===== src/rtl/keypad_scan_if.sv =====
// keypad_scan_if
//   Bundles the keypad matrix lines and the debounced key outputs.
//   master : keypad_scan side (samples rows, drives columns and key outputs)
//   slave  : keypad/consumer side (drives rows, observes columns and key outputs)
//   row_in        4  keypad rows, active-low, asynchronous
//   col_out       4  column drive, one bit low
//   keyboard_data 4  accepted key code, held after release
//   IsPressed     1  level, high while the accepted key is held
//   press_pulse   1  one-cycle strobe on acceptance
interface keypad_scan_if;
   logic [3:0] row_in;
   logic [3:0] col_out;
   logic [3:0] keyboard_data;
   logic       IsPressed;
   logic       press_pulse;

   modport master (
      input  row_in,
      output col_out,
      output keyboard_data,
      output IsPressed,
      output press_pulse
   );

   modport slave (
      output row_in,
      input  col_out,
      input  keyboard_data,
      input  IsPressed,
      input  press_pulse
   );
endinterface


===== src/rtl/keypad_scan.sv =====
// keypad_scan
//   Scans a 4x4 active-low matrix keypad one column at a time, classifies each
//   4-column frame as NONE / SINGLE(code) / MULTI, debounces frame results and
//   presents one accepted key with a level press flag and a press strobe.
//   sys_clk    in  system clock
//   sys_rst_n  in  asynchronous active-low reset
//   kp_bus     master modport of keypad_scan_if (rows in; columns, key code,
//              IsPressed, press_pulse out)
module keypad_scan #(
   parameter int unsigned SCAN_DIV        = 50_000,
   parameter int unsigned DEBOUNCE_FRAMES = 4
) (
   input  logic          sys_clk,
   input  logic          sys_rst_n,
   keypad_scan_if.master kp_bus
);

   localparam int unsigned SLOT_W = $clog2(SCAN_DIV);
   localparam int unsigned CNT_W  = $clog2(DEBOUNCE_FRAMES + 1);
   localparam logic [SLOT_W-1:0] SLOT_LAST = SLOT_W'(SCAN_DIV - 1);
   localparam logic [CNT_W-1:0]  CNT_MAX   = CNT_W'(DEBOUNCE_FRAMES);

   localparam logic [0:0] ST_RELEASED = 1'b0;
   localparam logic [0:0] ST_PRESSED  = 1'b1;

   logic [3:0]        r_row_s1;
   logic [3:0]        r_row_s2;
   logic [SLOT_W-1:0] r_slot;
   logic [1:0]        r_col;
   logic [1:0]        r_acc_cnt;     // closures so far this frame: 0, 1, 2 (= two or more)
   logic [3:0]        r_acc_code;
   logic              r_cand_valid;  // 1: SINGLE candidate, 0: NONE candidate
   logic [3:0]        r_cand_code;
   logic [CNT_W-1:0]  r_db_cnt;
   logic [0:0]        r_state;
   logic [3:0]        r_key_data;
   logic              r_pressed;
   logic              r_pulse;

   logic              w_sample;
   logic              w_frame_end;
   logic [3:0]        w_col_hits;
   logic [2:0]        w_col_cnt;
   logic [1:0]        w_col_row;
   logic [1:0]        w_tot_cnt;
   logic [3:0]        w_tot_code;
   logic              w_same;

   function automatic logic [3:0] f_key_code(input logic [1:0] row, input logic [1:0] col);
      logic [3:0] code;
      case ({row, col})
         4'b00_00: code = 4'h1;
         4'b00_01: code = 4'h2;
         4'b00_10: code = 4'h3;
         4'b00_11: code = 4'hA;
         4'b01_00: code = 4'h4;
         4'b01_01: code = 4'h5;
         4'b01_10: code = 4'h6;
         4'b01_11: code = 4'hB;
         4'b10_00: code = 4'h7;
         4'b10_01: code = 4'h8;
         4'b10_10: code = 4'h9;
         4'b10_11: code = 4'hC;
         4'b11_00: code = 4'hE;
         4'b11_01: code = 4'h0;
         4'b11_10: code = 4'hF;
         default:  code = 4'hD;
      endcase
      return code;
   endfunction

   assign w_sample    = (r_slot == SLOT_LAST);
   assign w_frame_end = w_sample && (r_col == 2'd3);
   assign w_col_hits  = ~r_row_s2;

   always_comb begin
      w_col_cnt = 3'd0;
      w_col_row = 2'd0;
      for (int unsigned r = 0; r < 4; r++) begin
         if (w_col_hits[r]) begin
            if (w_col_cnt == 3'd0) w_col_row = 2'(r);
            w_col_cnt = w_col_cnt + 3'd1;
         end
      end
   end

   // Running frame classification including the column being sampled now.
   always_comb begin
      w_tot_cnt  = 2'd0;
      w_tot_code = '0;
      if (r_acc_cnt == 2'd2 || w_col_cnt >= 3'd2 || (r_acc_cnt == 2'd1 && w_col_cnt != 3'd0)) begin
         w_tot_cnt = 2'd2;
      end else if (r_acc_cnt == 2'd1) begin
         w_tot_cnt  = 2'd1;
         w_tot_code = r_acc_code;
      end else if (w_col_cnt == 3'd1) begin
         w_tot_cnt  = 2'd1;
         w_tot_code = f_key_code(w_col_row, r_col);
      end
   end

   assign w_same = (w_tot_cnt == 2'd1) ? (r_cand_valid && (w_tot_code == r_cand_code))
                                       : !r_cand_valid;

   always_ff @(posedge sys_clk or negedge sys_rst_n) begin
      if (!sys_rst_n) begin
         r_row_s1 <= '0;
         r_row_s2 <= '0;
      end else begin
         r_row_s1 <= kp_bus.row_in;
         r_row_s2 <= r_row_s1;
      end
   end

   always_ff @(posedge sys_clk or negedge sys_rst_n) begin
      if (!sys_rst_n) begin
         r_slot <= '0;
         r_col  <= '0;
      end else if (w_sample) begin
         r_slot <= '0;
         r_col  <= r_col + 2'd1;
      end else begin
         r_slot <= r_slot + SLOT_W'(1);
      end
   end

   always_ff @(posedge sys_clk or negedge sys_rst_n) begin
      if (!sys_rst_n) begin
         r_acc_cnt  <= '0;
         r_acc_code <= '0;
      end else if (w_sample) begin
         if (r_col == 2'd3) begin
            r_acc_cnt  <= '0;
            r_acc_code <= '0;
         end else begin
            r_acc_cnt  <= w_tot_cnt;
            r_acc_code <= w_tot_code;
         end
      end
   end

   // Debounce: MULTI frames wipe the candidate so they can never be accepted.
   always_ff @(posedge sys_clk or negedge sys_rst_n) begin
      if (!sys_rst_n) begin
         r_cand_valid <= 1'b0;
         r_cand_code  <= '0;
         r_db_cnt     <= '0;
      end else if (w_frame_end) begin
         if (w_tot_cnt == 2'd2) begin
            r_cand_valid <= 1'b0;
            r_cand_code  <= '0;
            r_db_cnt     <= '0;
         end else if (w_same) begin
            if (r_db_cnt != CNT_MAX) r_db_cnt <= r_db_cnt + CNT_W'(1);
         end else begin
            r_cand_valid <= (w_tot_cnt == 2'd1);
            r_cand_code  <= w_tot_code;
            r_db_cnt     <= CNT_W'(1);
         end
      end
   end

   always_ff @(posedge sys_clk or negedge sys_rst_n) begin
      if (!sys_rst_n) begin
         r_state    <= ST_RELEASED;
         r_key_data <= '0;
         r_pressed  <= 1'b0;
         r_pulse    <= 1'b0;
      end else begin
         r_pulse <= 1'b0;
         case (r_state)
            ST_RELEASED: begin
               if (r_db_cnt == CNT_MAX && r_cand_valid) begin
                  r_state    <= ST_PRESSED;
                  r_key_data <= r_cand_code;
                  r_pressed  <= 1'b1;
                  r_pulse    <= 1'b1;
               end
            end
            default: begin
               if (r_db_cnt == CNT_MAX && !r_cand_valid) begin
                  r_state   <= ST_RELEASED;
                  r_pressed <= 1'b0;
               end
            end
         endcase
      end
   end

   assign kp_bus.col_out       = ~(4'b0001 << r_col);
   assign kp_bus.keyboard_data = r_key_data;
   assign kp_bus.IsPressed     = r_pressed;
   assign kp_bus.press_pulse   = r_pulse;

endmodule


===== src/flat_wrapper.sv =====
// flat-port wrapper written by rule: the top's interface ports become plain ports
module keypad_scan_flat 
#(
   parameter int unsigned SCAN_DIV        = 50_000,
   parameter int unsigned DEBOUNCE_FRAMES = 4
)
  (sys_clk, sys_rst_n, kp_bus_row_in, kp_bus_col_out, kp_bus_keyboard_data, kp_bus_IsPressed, kp_bus_press_pulse);
  keypad_scan_if kp_bus_i ();
  input  logic sys_clk;
  input  logic sys_rst_n;
  input wire logic [$bits(kp_bus_i.row_in)-1:0] kp_bus_row_in;
  output wire logic [$bits(kp_bus_i.col_out)-1:0] kp_bus_col_out;
  output wire logic [$bits(kp_bus_i.keyboard_data)-1:0] kp_bus_keyboard_data;
  output wire logic [$bits(kp_bus_i.IsPressed)-1:0] kp_bus_IsPressed;
  output wire logic [$bits(kp_bus_i.press_pulse)-1:0] kp_bus_press_pulse;
  assign kp_bus_i.row_in = kp_bus_row_in;
  assign kp_bus_col_out = kp_bus_i.col_out;
  assign kp_bus_keyboard_data = kp_bus_i.keyboard_data;
  assign kp_bus_IsPressed = kp_bus_i.IsPressed;
  assign kp_bus_press_pulse = kp_bus_i.press_pulse;
  keypad_scan #(.SCAN_DIV(SCAN_DIV), .DEBOUNCE_FRAMES(DEBOUNCE_FRAMES)) u_core (.sys_clk(sys_clk), .sys_rst_n(sys_rst_n), .kp_bus(kp_bus_i));
endmodule

===== config.mk =====
export PLATFORM = sky130hd
export DESIGN_NAME = keypad_scan_flat
export DESIGN_NICKNAME = d
export VERILOG_FILES = /design/src/rtl/keypad_scan_if.sv /design/src/rtl/keypad_scan.sv /design/src/flat_wrapper.sv
export SDC_FILE = /design/constraint.sdc
export NUM_CORES = 1
export LEC_CHECK = 0
export BUFFER_PORTS_ARGS = -buffer_cell sky130_fd_sc_hd__buf_2
export CORE_MARGIN = 2
export CORE_UTILIZATION = 54
export DETAILED_ROUTE_END_ITERATION = 16
export MAX_ROUTING_LAYER = met4
export PLACE_DENSITY = 0.73
export SETUP_SLACK_MARGIN = 0.02
export SLEW_MARGIN = 20
export SYNTH_ARGS = -nofsm -noshare
export SYNTH_HDL_FRONTEND = slang
export SYNTH_SLANG_ARGS = --single-unit

===== constraint.sdc =====
create_clock -name sys_clk -period 3.2 [get_ports sys_clk]
set_input_delay 0.16 -clock sys_clk [delete_from_list [all_inputs] [get_ports sys_clk]]
set_output_delay 0.16 -clock sys_clk [all_outputs]
set_load 0.01 [all_outputs]

* After elaboration in Yosys (flattened, before gate mapping)
Memories as Yosys holds them, arrays and structs flattened. Index checks and enable logic that the tools add are counted.
Operators by class: add/subtract/negate cells 6, magnitude comparators 1, eq/ne operators 13, shift operators 1, multiplexer cells 34, bitwise operators 3, reductions and logical operators 17
Operators with widths (number):
- $mux 4 | 6
- $mux 3 | 6
- $add 16x1->16 const B | 1
- $eq 16x16->1 const B | 1
- $mux 16 | 1
- $mux 1 | 14
- $mux 2 | 7
- $add 3x1->3 const B | 3
- $logic_not 3->1 | 3
- $not 4->4 | 2
- $reduce_and 2->1 | 4
- $eq 2x2->1 const B | 3
- $ne 3x3->1 const B | 2
- $logic_and 1x1->1 | 5
- $eq 2x1->1 const B | 2
- $eq 4x4->1 | 1
- $ne 2x2->1 const B | 2
- $shl 1x2->4 const A | 1
- $eq 3x1->1 const B | 1
- $eq 3x3->1 const B | 1
- $ge 3x2->1 const B | 1
- $reduce_bool 3->1 | 1
- $add 1x1->2 const B | 1
- $add 2x1->2 const B | 1
- 4 further kinds | 5
Storage, ports and cells: flip-flop bits (word level) 47, bits in read-only memories 64, output and inout port bits 10, logic and storage cells 89, memories kept 1
Memories:
- (no name shown) | depth 16, width 4, read ports 1, clocked after memory_dff 0, wr ports 0, RTL line keypad_scan.sv:51 | case ({row, col})

* Logic depth before layout (Yosys ltp)
Gate-level depths: netlist (run 1). An unclocked memory read counts as a cell.
depth after elaboration 18, gate-level depth with buffers 13, mapped depth without buffers 13

* Worst setup path before layout (run 1)
OpenSTA, ideal clock, no wires.
path kind register to register, start reg u_core.r_row_s2[0], end reg u_core.r_cand_code[1], library setup time 0.128 ns, arrival time 3.117 ns, required time 3.072 ns, slack -0.045 ns, stages on the path, launching flop included 14, period minus slack after synthesis 3.245 ns, cells stage by stage dfrtp_1 inv_1 ha_1 nand2b_1 and2_1 ha_1 and2b_1 a31oi_2 nand2_1 or4_1 o221a_2 a41oi_2 o21ai_2 mux2_1
On the way: cells in the longest elaborated chain, start to end 18
RTL lines:
- start: declaration | RTL line keypad_scan.sv:27 | logic [3:0] r_row_s2;
- start signal: assignment | RTL line keypad_scan.sv:111 | r_row_s2 <= r_row_s1;
- $not 4->4 * | RTL line keypad_scan.sv:74 | assign w_col_hits = ~r_row_s2;
- $mux 1 * | RTL line keypad_scan.sv:80 | if (w_col_hits[r]) begin
- $add 1x1->2 / $logic_not 3->1 (equally long branches) | RTL line keypad_scan.sv:82, keypad_scan.sv:81
- $mux 3 / $mux 1 (equally long branches) | RTL line keypad_scan.sv:80, keypad_scan.sv:81
- $add 3x1->3 (tied with other cells) | RTL line keypad_scan.sv:82 | w_col_cnt = w_col_cnt + 3'd1;
- $mux 3 / $mux 2 (equally long branches) | RTL line keypad_scan.sv:80, keypad_scan.sv:81
- $logic_not 3->1 / $mux 2 (equally long branches) | RTL line keypad_scan.sv:81, keypad_scan.sv:80
- $mux 2 | RTL line keypad_scan.sv:81 | if (w_col_cnt == 3'd0) w_col_row = 2'(r);
- (+2 left out)
- $mux 4 | RTL line keypad_scan.sv:96 | end else if (w_col_cnt == 3'd1) begin
- $mux 4 | RTL line keypad_scan.sv:93 | end else if (r_acc_cnt == 2'd1) begin
- $mux 4 | RTL line keypad_scan.sv:91 | if (r_acc_cnt == 2'd2 || w_col_cnt >= 3'd2 || (r_acc_cnt == 2'd1 && w_col_cnt != 3'd0)) begin
- $eq 4x4->1 | RTL line keypad_scan.sv:102 | assign w_same = (w_tot_cnt == 2'd1) ? (r_cand_valid && (w_tot_code == r_cand_code))
- $logic_and 1x1->1 | RTL line keypad_scan.sv:102
- $mux 1 | RTL line keypad_scan.sv:102
- $ne 2x2->1 (no line)
- $reduce_and 2->1 (no line)
- end signal: assignment | RTL line keypad_scan.sv:157 | r_cand_code <= w_tot_code;
- end: declaration | RTL line keypad_scan.sv:33 | logic [3:0] r_cand_code;
Mark *: on every way between the ends. The rest lies on a longest branch, timed or not. The select of a mux whose other input is x is not followed. A chain may end at the register's enable or synchronous reset.

* Worst setup path in the final report (run 1)
start reg u_core.r_row_s2[0], end reg u_core.r_db_cnt[2]
On the way: cells in the longest elaborated chain, start to end 18
RTL lines:
- $not 4->4 * | RTL line keypad_scan.sv:74
- $mux 1 * | RTL line keypad_scan.sv:80
- $add 1x1->2 / $logic_not 3->1 (equally long branches) | RTL line keypad_scan.sv:82, keypad_scan.sv:81
- $mux 3 / $mux 1 (equally long branches) | RTL line keypad_scan.sv:80, keypad_scan.sv:81
- $add 3x1->3 (tied with other cells) | RTL line keypad_scan.sv:82
- $mux 3 / $mux 2 (equally long branches) | RTL line keypad_scan.sv:80, keypad_scan.sv:81
- $logic_not 3->1 / $mux 2 (equally long branches) | RTL line keypad_scan.sv:81, keypad_scan.sv:80
- $mux 2 | RTL line keypad_scan.sv:81
- (+2 left out)
- $mux 4 | RTL line keypad_scan.sv:96
- $mux 4 | RTL line keypad_scan.sv:93
- $mux 4 | RTL line keypad_scan.sv:91
- $eq 4x4->1 | RTL line keypad_scan.sv:102
- $logic_and 1x1->1 | RTL line keypad_scan.sv:102
- $mux 1 | RTL line keypad_scan.sv:102
- $ne 3x3->1 (no line) / $mux 3 (equally long branches)
- $reduce_and 2->1 (no line) / $mux 3 (equally long branches)
- end signal: assignment | RTL line keypad_scan.sv:154 | if (r_db_cnt != CNT_MAX) r_db_cnt <= r_db_cnt + CNT_W'(1);
- end: declaration | RTL line keypad_scan.sv:34 | logic [CNT_W-1:0] r_db_cnt;
Mark *: on every way between the ends. The rest lies on a longest branch, timed or not.

==> flow_metrics.env, run 1 <==
export IMPL_outcome="complete, no violations"
export IMPL_synth_simple_gate_area_frac=0.185
export IMPL_p_leak_uw=0.00149
export IMPL_ctsLongestPathBuffers=2
export IMPL_max_transition_viols_final=0
export IMPL_start_util=0.555
export IMPL_num_antenna_cells=0
export IMPL_floorplan_die_height_um=73.5
export IMPL_final_antenna_net_count=0
export IMPL_ys_warn_count=0
export IMPL_grt_first_pass_wirelength_um=8700
export IMPL_detail_route_vias_per_cell=5.63
export IMPL_final_common_cell="dfrtp_1"
export IMPL_async_flop_share=1.00
export IMPL_route_vias_total=1966
export IMPL_grt_pass1_vias=1939
export IMPL_achievable_frequency_mhz=315
export IMPL_total_drc_errors_in_the_routed_layout=0
export IMPL_layout_worst_path_cycle_share=0.991
export IMPL_seq_area_sq_um=1180
export IMPL_unrepaired_setup_endpoints_after_global_routing="true"
export IMPL_final_nets=316
export IMPL_syn_inst=242
export IMPL_adder_and_majority_gate_portion_of_the_synthesized_area=0.0768
export IMPL_cts_made_buffers=5
export IMPL_start_kind="flip-flop"
export IMPL_area_growth_syn_to_layout_pct=24.2
export IMPL_post_drt_wl_per_cell_um=14.8
export IMPL_tritoncts="built"
export IMPL_synth_enable_flop_cells=0
export IMPL_post_synthesis_net_count=264
export IMPL_timing_worst_setup_path_type="flip-flop to flip-flop"
export IMPL_worst_ep_arrival_time_ns=3.40
export IMPL_initial_antenna_violation_count=0
export IMPL_post_synth_mux_area_share=0.0466
export IMPL_worst_slew_pin_transition_ns=0.580
export IMPL_relSlewSlack=0.613
export IMPL_p_per_cell_area_nw_per_um2=358
export IMPL_grt_util_all_layers=0.214
export IMPL_timing_rr_start="u_core.r_row_s2[0]"
export IMPL_design_die_area_sq_um=5400
export IMPL_gp_congestion=0.815
export IMPL_holdCritStartpoint="u_core.r_row_s1[2]"
export IMPL_design_core_area_sq_um=4690
export IMPL_final_hold_vio_count=0
export IMPL_reg2reg_slack_ns=0.03
export IMPL_post_route_cells_drive_above_1_share=0.288
export IMPL_max_cap_viol_count=0
export IMPL_worst_hold_slack_ns=0.357
export IMPL_skew_ns=0.0135
export IMPL_drt_first_iter_violations=123
export IMPL_ys_seq_elements=47
export IMPL_synth_compound_gate_area_share=0.138
export IMPL_xor_xnor_cell_area_share_of_the_yosys_netlist=0.0759
export IMPL_multi_input_comb_area_sq_um=1510
export IMPL_grt_ovfl_total=0
export IMPL_setup_worst_path_start="u_core.r_row_s2[0]"
export IMPL_synth_cell_area_sq_um=2600
export IMPL_synthDistinctLibCells=59
export IMPL_htree_levels=2
export IMPL_clkSlewWorstSetupHoldPaths_ns=0.09
export IMPL_crit_path_max_fanout=4
export IMPL_most_frequent_cells_in_the_layout="dfrtp_1 (47), buf_4 (26), nor2_1 (21), nand3_1 (16)"
export IMPL_port_buffer_count=15
export IMPL_cts_num_sinks=47
export IMPL_synth_area_per_cell_sq_um=10.8
export IMPL_design_power_total_uw=1160
export IMPL_drtPass1Iterations=4
export IMPL_hold_path_class="flip-flop to flip-flop"
export IMPL_cp_end_kind="flip-flop"
export IMPL_final_period_minus_worst_setup_slack_ns=3.17
export IMPL_hpwl_um=3500
export IMPL_main_combinational_cell_family_by_area_after_synthesis="simple AND/OR/NAND/NOR gates"
export IMPL_fillCellCount=364
export IMPL_ys_seq_area_frac=0.451
export IMPL_die_width_um=73.5
export IMPL_grt_max_degree=48
export IMPL_cts_root_buf="clkbuf_8"
export IMPL_yosys_most_used_dff="dfrtp_1"
export IMPL_cp_required_ns=3.43
export IMPL_worst_skew_pair_late_latency_ns=0.30
export IMPL_floorplan_io_pins=16
export IMPL_vdd_drop_max_uv=274
export IMPL_finalWirelength_um=5170
export IMPL_fp_row_count=25
export IMPL_finalSetupViolations=0
==> repair_timing <==
action / in CTS / in global routing
setup buffers: 10 / 4
pin swaps: 10 / 14
hold buffers: 4 / 1
hold endpoints to repair: 4 / 47
endpoints found under the setup margin: 5 / 7
resized for setup: 17 / 7
==> area by class of cell <==
type	instances	share of cell area
Clock inverter	3	0.00619
Tap cell	54	0.0209
Multi-Input combinational cell	180	0.466
Inverter	12	0.0139
Sequential cell	47	0.363
Clock buffer	5	0.0213
Timing Repair Buffer	48	0.108
==> sequential cells by signal, indices dropped and copies added (netlist names), named ones only <==
register	cells
u_core.kp_bus.IsPressed	1
u_core.kp_bus.keyboard_data	4
u_core.kp_bus.press_pulse	1
u_core.r_acc_cnt	2
u_core.r_acc_code	4
u_core.r_cand_code	4
u_core.r_cand_valid	1
u_core.r_col	2
u_core.r_db_cnt	3
u_core.r_row_s1	4
u_core.r_row_s2	4
u_core.r_slot	16
==> stage by stage <==
step	std cells	utilization	setup TNS [ns]	cell area, sq um	setup slack [ns]
CTS	344	0.673	0	3160	0.0231
finish	349	0.690	0	3240	0.0288
global route	349	0.690	-0.656	3240	-0.111
detailed placement	322	0.607	-0.0933	2850	-0.0326
global placement	322	0.607	0	2850	0.0542
floorplan	242	-	0	2620	0.0482
==> power breakdown <==
part	switching [uW]	total (uW)	internal (uW)
Clock	200	352	152
Combinational	101	206	105
Sequential	3.05	601	598
==> synth_stat cells (2+ instances only) <==
| cell type | instances | area share |
|---|---|---|
| and2_1 | 7 | 0.017 |
| a22oi_1 | 2 | 0.0058 |
| a211o_1 | 2 | 0.0067 |
| nor2_1 | 21 | 0.030 |
| inv_1 | 12 | 0.017 |
| ha_1 | 16 | 0.077 |
| nand4_1 | 4 | 0.0096 |
| a22o_1 | 9 | 0.030 |
| o21ai_0 | 4 | 0.0077 |
| nor3_1 | 2 | 0.0038 |
| and3_1 | 5 | 0.012 |
| mux2i_1 | 2 | 0.0077 |
| mux2_2 | 6 | 0.026 |
| nand2_1 | 15 | 0.022 |
| xor2_1 | 7 | 0.024 |
| nand3b_1 | 2 | 0.0058 |
| dfrtp_1 | 47 | 0.45 |
| a21oi_1 | 6 | 0.012 |
| xnor2_1 | 13 | 0.044 |
| nand2b_1 | 5 | 0.012 |
| a221oi_1 | 2 | 0.0067 |
| nand3_1 | 16 | 0.031 |
==> path summary, 6_finish.rpt <==
| kind | to | cells past startpoint |
|---|---|---|
| max in group asynchronous | u_core.r_slot[7] | 2 |
| min | u_core.r_row_s2[2] | 0 |
| max reg2reg | u_core.r_db_cnt[2] | 11 |
| min in group asynchronous | u_core.r_acc_cnt[1] | 2 |
| max | u_core.r_db_cnt[2] | 11 |
| min reg2reg | u_core.r_row_s2[2] | 0 |
==> per-layer routing <==
layer  up-vias  track usage  part of all wire
met5         -            -                 0
met4         0       0.0626             0.014
met1       954        0.277              0.47
li1        975            -                 -
met2        29        0.347              0.50
met3         8       0.0343             0.018
==> kinds of logic (layout without fill, tap and decap cells) <==
family	count (synthesis)	after routing
AO/OA/AOI/OAI	43	43
XOR/XNOR	21	21
adder cells (fa/ha/maj)	16	16
buffers and inverters	15	68
flip-flops	47	47
multiplexers	10	10
AND/OR/NAND/NOR	90	90
==> worst max-delay path, cell delays in order (launching register included) <==
cell and delay (ns):
dfrtp_1 0.42, inv_2 0.10, ha_4 0.23, or4b_4 0.54, o211a_4 0.17, mux4_2 0.47, o221ai_2 0.19, o221a_4 0.23
a41oi_4 0.15, buf_6 0.16, or3_4 0.32, a21oi_2 0.11
(Power assumes the default switching activity.)
==> run 2: changes to the inputs <==
--- a/config.mk
+++ b/config.mk
@@ -7,10 +7,11 @@
 export LEC_CHECK = 0
 export BUFFER_PORTS_ARGS = -buffer_cell sky130_fd_sc_hd__buf_2
 export CORE_MARGIN = 2
-export CORE_UTILIZATION = 54
+export CORE_UTILIZATION = 55
 export DETAILED_ROUTE_END_ITERATION = 16
 export MAX_ROUTING_LAYER = met4
-export PLACE_DENSITY = 0.73
+export PLACE_DENSITY = 0.71
+export RECOVER_POWER = 25
 export SETUP_SLACK_MARGIN = 0.02
 export SLEW_MARGIN = 20
 export SYNTH_ARGS = -nofsm -noshare
==> constraint.sdc (replaced) <==
create_clock -name sys_clk -period 3.96 [get_ports sys_clk]
set_input_delay 0.198 -clock sys_clk [delete_from_list [all_inputs] [get_ports sys_clk]]
set_output_delay 0.198 -clock sys_clk [all_outputs]
set_load 0.01 [all_outputs]
==> flow_metrics.env, run 2 (synthesis gave the netlist of run 1 again) <==
export IMPL_layout_worst_path_cycle_share=0.911
export IMPL_area_growth_syn_to_layout_pct=9.46
export IMPL_htree_levels=2
export IMPL_grt_max_degree=48
export IMPL_design_core_area_sq_um=4630
export IMPL_cpMostUsedCell="ha_1"
export IMPL_setup_worst_path_start="u_core.r_row_s2[0]"
export IMPL_design_power_total_uw=866
export IMPL_cts_made_buffers=5
export IMPL_violations="max-capacitance violations, max-slew violations"
export IMPL_grt_pass1_vias=1783
export IMPL_gp_congestion=0.822
export IMPL_worst_slack_ns=0.354
export IMPL_timing_rr_start="u_core.r_row_s2[0]"
export IMPL_setup_tns_ns=0
export IMPL_skew_ns=0.00865
export IMPL_worst_path_buf_inv=1
export IMPL_post_drt_wl_per_cell_um=14.8
export IMPL_cts_resized=0
export IMPL_worst_path_dominant_cell_family="compound AO/OA/AOI/OAI gates"
export IMPL_clkSlewWorstSetupHoldPaths_ns=0.08
export IMPL_cp_end_kind="flip-flop"
export IMPL_worst_hold_slack_ns=0.00931
export IMPL_post_route_cells_drive_above_1_share=0.147
export IMPL_most_frequent_cells_in_the_layout="dfrtp_1 (47), nor2_1 (21), nand3_1 (16), ha_1 (16), nand2_1 (15)"
export IMPL_cts_num_sinks=47
export IMPL_design_die_area_sq_um=5300
export IMPL_worst_slew_pin_transition_ns=2.43
export IMPL_final_hold_vio_count=0
export IMPL_total_drc_errors_in_the_routed_layout=0
export IMPL_cp_required_ns=4.13
export IMPL_unrepaired_setup_endpoints_after_global_routing="false"
export IMPL_worst_skew_pair_late_latency_ns=0.29
export IMPL_vdd_drop_max_uv=220
export IMPL_grt_first_pass_wirelength_um=8270
export IMPL_grt_util_all_layers=0.207
export IMPL_floorplan_die_height_um=72.8
export IMPL_max_transition_viols_final=48
export IMPL_place_ws_ns=0.393
export IMPL_p_per_cell_area_nw_per_um2=304
export IMPL_tritoncts="built"
export IMPL_max_cap_viol_count=1
export IMPL_die_width_um=72.8
export IMPL_ctsLongestPathBuffers=2
export IMPL_holdCritStartpoint="kp_bus_row_in[3]"
export IMPL_port_buffer_count=15
export IMPL_achievable_frequency_mhz=277
export IMPL_floorplan_io_pins=16
export IMPL_num_antenna_cells=0
export IMPL_relSlewSlack=-0.622
export IMPL_cts_root_buf="clkbuf_8"
export IMPL_timing_worst_setup_path_type="flip-flop to flip-flop"
export IMPL_grt_ovfl_total=0
export IMPL_finalSetupViolations=0
export IMPL_start_util=0.563
export IMPL_crit_path_top_delay_cell="dfrtp_1"
export IMPL_hold_path_class="input pin to flip-flop"
export IMPL_worst_ep_arrival_time_ns=3.78
export IMPL_p_leak_uw=0.00132
export IMPL_largest_register_ff_count=16
export IMPL_finalWirelength_um=4710
export IMPL_registers_top_by_ff_count="u_core.r_slot"
export IMPL_detail_route_vias_per_cell=5.64
export IMPL_drt_first_iter_violations=108
export IMPL_route_vias_total=1800
export IMPL_outcome="finished, violations left"
export IMPL_cp_slowest_stage_delay_ns=0.40
export IMPL_start_kind="flip-flop"
export IMPL_final_nets=287
export IMPL_cts_hold_buffers_added=3
export IMPL_fp_row_count=25
export IMPL_crit_path_max_fanout=10
export IMPL_final_common_cell="dfrtp_1"
export IMPL_post_cts_setup_buffer_count=0
export IMPL_initial_antenna_violation_count=0
export IMPL_hpwl_um=3390
export IMPL_cell_by_cell_listing_of_the_critical_path="inv_1 -> ha_1 -> nand2b_1 -> and2_1 -> ha_1 -> and2b_1 -> a31oi_2 -> o2111ai_2 -> a221oi_1 -> xnor2_1 -> a41oi_2 -> o21ai_2 -> mux2_1"
export IMPL_final_antenna_net_count=0
export IMPL_final_period_minus_worst_setup_slack_ns=3.61
export IMPL_drtPass1Iterations=4
-- run 2: layout make-up --
| class | instances | area [sq um] |
|---|---|---|
| multi-input cells | 180 | 1360 |
| clock buffers | 6 | 82.6 |
| fillers | 380 | 1780 |
| clock inverters | 1 | 5.00 |
| flip-flops and latches | 47 | 1180 |
| well taps | 54 | 67.6 |
| inverters | 12 | 45.0 |
| repair buffers | 19 | 114 |
-- run 2: through the flow --
stage | instances | instance area [sq um] | utilization
floorplan | 242 | 2610 | -
global placement | 308 | 2730 | 0.589
detailed placement | 308 | 2730 | 0.589
CTS | 318 | 2840 | 0.614
global route | 319 | 2850 | 0.616
finish | 319 | 2850 | 0.616
-- run 2: final timing paths --
check	endpoint	slack, ns	cells after the start
worst min register to register	u_core.r_row_s2[3]	0.35	0
worst min-delay path	u_core.r_row_s1[3]	0.009	1
worst max register to register	u_core.r_cand_code[1]	0.35	13
worst max-delay path	u_core.r_cand_code[1]	0.35	13
min in group asynchronous	u_core.kp_bus.press_pulse	1.19	2
max in group asynchronous	u_core.r_slot[11]	1.38	2
-- run 2: per-layer routing --
metal / vias up / GRT usage / part of all wire / routed length [um]
met5: - / - / 0 / 0
met4: 0 / 0.0700 / 0.015 / 72
met3: 7 / 0.0304 / 0.021 / 99
met2: 15 / 0.327 / 0.49 / 2320
met1: 871 / 0.275 / 0.47 / 2220
li1: 907 / - / - / -
-- run 2: where the power goes --
group	internal (uW)	total, uW	leakage (uW)	switching [uW]
Clock	137	281	0.0000470	144
Combinational	38.3	97.6	0.000654	59.3
Sequential	484	488	0.000624	4.15
Total	659	866	0.00132	207
==> run 3: changes to the inputs <==
--- a/config.mk
+++ b/config.mk
@@ -13,7 +13,7 @@
 export PLACE_DENSITY = 0.71
 export RECOVER_POWER = 25
 export SETUP_SLACK_MARGIN = 0.02
-export SLEW_MARGIN = 20
+export SLEW_MARGIN = 40
 export SYNTH_ARGS = -nofsm -noshare
 export SYNTH_HDL_FRONTEND = slang
 export SYNTH_SLANG_ARGS = --single-unit
==> constraint.sdc (replaced) <==
create_clock -name sys_clk -period 4.7 [get_ports sys_clk]
set_input_delay 0.235 -clock sys_clk [delete_from_list [all_inputs] [get_ports sys_clk]]
set_output_delay 0.235 -clock sys_clk [all_outputs]
set_load 0.01 [all_outputs]
==> flow_metrics.env, run 3 (synthesis gave the netlist of run 1 again) <==
export IMPL_gp_congestion=0.822
export IMPL_detail_route_vias_per_cell=5.68
export IMPL_final_antenna_net_count=0
export IMPL_finalSetupViolations=0
export IMPL_post_route_cells_drive_above_1_share=0.149
export IMPL_sequential_group_share_of_total_power=0.565
export IMPL_finalWirelength_um=4630
export IMPL_grt_util_all_layers=0.204
export IMPL_cts_num_sinks=47
export IMPL_setup_tns_ns=0
export IMPL_holdCritStartpoint="kp_bus_row_in[1]"
export IMPL_internal_power_uw=554
export IMPL_floorplan_io_pins=16
export IMPL_worst_slack_ns=1.10
export IMPL_power_combinational_fraction=0.110
export IMPL_worst_ep_arrival_time_ns=3.77
export IMPL_reg2reg_slack_ns=1.10
export IMPL_post_cts_setup_buffer_count=0
export IMPL_postLayoutCellArea_sq_um=2820
export IMPL_cp_end_kind="flip-flop"
export IMPL_skew_ns=0.00837
export IMPL_p_leak_uw=0.00131
export IMPL_num_antenna_cells=0
export IMPL_area_growth_syn_to_layout_pct=8.31
export IMPL_final_common_cell="dfrtp_1"
export IMPL_p_per_cell_area_nw_per_um2=258
export IMPL_seq_area_sq_um=1180
export IMPL_relSlewSlack=-0.621
export IMPL_start_kind="flip-flop"
export IMPL_ctsLongestPathBuffers=2
export IMPL_die_width_um=72.8
export IMPL_power_share_clock=0.326
export IMPL_fin_util=0.609
export IMPL_multi_input_comb_area_sq_um=1360
export IMPL_vdd_drop_max_uv=186
export IMPL_hold_path_class="input pin to flip-flop"
export IMPL_placed_cells=308
export IMPL_grt_ovfl_total=0
export IMPL_port_buffer_count=15
export IMPL_place_ws_ns=1.13
export IMPL_achievable_frequency_mhz=278
export IMPL_worst_skew_pair_late_latency_ns=0.29
export IMPL_clkSlewWorstSetupHoldPaths_ns=0.08
export IMPL_cts_root_buf="clkbuf_8"
export IMPL_power_net_switching_uw=174
export IMPL_hpwl_um=3390
export IMPL_worst_r2r_cell_count=13
export IMPL_whs_endpoint="u_core.r_row_s1[1]"
export IMPL_unrepaired_setup_endpoints_after_global_routing="false"
export IMPL_crit_path_max_fanout=10
export IMPL_most_frequent_cells_in_the_layout="dfrtp_1 (47), nor2_1 (21), nand3_1 (16), ha_1 (16), nand2_1 (15)"
export IMPL_drt_first_iter_violations=95
export IMPL_max_transition_viols_final=48
export IMPL_fillCellCount=383
export IMPL_drtPass1Iterations=4
export IMPL_final_nets=284
export IMPL_timing_worst_setup_path_type="flip-flop to flip-flop"
export IMPL_fp_row_count=25
export IMPL_design_die_area_sq_um=5300
export IMPL_max_cap_viol_count=1
export IMPL_initial_antenna_violation_count=0
export IMPL_start_util=0.563
export IMPL_worst_slew_pin_transition_ns=2.43
export IMPL_outcome="finished, violations left"
export IMPL_timing_rr_start="u_core.r_row_s2[0]"
export IMPL_cts_made_buffers=5
export IMPL_floorplan_die_height_um=72.8
export IMPL_final_hold_vio_count=0
export IMPL_p_sw_frac=0.240
export IMPL_largest_register_ff_count=16
export IMPL_post_drt_wl_per_cell_um=14.7
export IMPL_grt_max_degree=48
export IMPL_hold_depth=1
export IMPL_layout_worst_path_cycle_share=0.766
export IMPL_violations="max-capacitance violations, max-slew violations"
export IMPL_total_drc_errors_in_the_routed_layout=0
export IMPL_grt_first_pass_wirelength_um=8180
export IMPL_htree_levels=2
export IMPL_tritoncts="built"
export IMPL_grt_pass1_vias=1766
export IMPL_final_period_minus_worst_setup_slack_ns=3.60
export IMPL_place_area_sq_um=2730
export IMPL_design_core_area_sq_um=4630
export IMPL_cp_required_ns=4.87
export IMPL_regToRegEndpoint="u_core.r_cand_code[1]"
export IMPL_layoutNonFillerInstCount=316
export IMPL_route_vias_total=1794
export IMPL_registers_top_by_ff_count="u_core.r_slot"
## run 3: cell types whose count changed in the layout (fill, tap and decap cells not counted)
cell	previous run	this run
dlygate4sd3_1	4	1
## run 3: layout make-up
type                            instances  area share
Sequential cell                        47       0.417
Clock inverter                          1     0.00177
Timing Repair Buffer                   16      0.0297
Clock buffer                            6      0.0293
Tap cell                               54      0.0239
Multi-Input combinational cell        180       0.482
Inverter                               12      0.0160
## run 3: repair_timing
action | in CTS | in global routing
resized for setup | 0 | 0
hold endpoints to repair | 47 | 0
hold buffers | 1 | 0
## run 3: through the flow
stage / power, uW / hold slack, ns
final: 728 / 0.0456
after global routing: 766 / 0.0290
after CTS: 738 / 0.0355
after detailed placement: 499 / 0.282
after global placement: 497 / 0.337
after floorplan: 477 / -0.0606
## run 3: worst max path at each step
stage                        from               endpoint  slack (ns)
2_1_floorplan  u_core.r_row_s2[0]  u_core.r_cand_code[1]        1.46
3_3_place_gp   u_core.r_row_s2[0]  u_core.r_cand_code[1]        1.27
3_5_place_dp   u_core.r_row_s2[0]  u_core.r_cand_code[1]        1.13
4_1_cts        u_core.r_row_s2[0]  u_core.r_cand_code[1]        1.13
5_1_grt        u_core.r_row_s2[0]  u_core.r_cand_code[1]        0.81
6_report       u_core.r_row_s2[0]  u_core.r_cand_code[1]        1.10
## run 3: critical path, stage by stage, from the launching register on
cell and delay (ns):
dfrtp_1 0.40, inv_1 0.08, ha_1 0.22, nand2b_1 0.17, and2_1 0.16, ha_1 0.28, and2b_1 0.16, a31oi_2 0.28
o2111ai_2 0.36, a221oi_1 0.37, xnor2_1 0.21, a41oi_2 0.21, o21ai_2 0.24, mux2_1 0.34
## run 3: per-layer routing
layer  vias up  routed length [um]  track usage
met2        19                2230        0.319
met1       867                2240        0.274
li1        901                   -            -
met4         0                  72       0.0700
met3         7                  93       0.0304
met5         -                   0            -
## run 3: power groups by stage
stage	combinational, uW	clock [uW]	sequential [uW]
finish	80.0	237	411
global route	91.1	263	412
CTS	80.7	247	411
detailed placement	79.9	0	419
global placement	78.4	0	419
floorplan	60.4	0	417
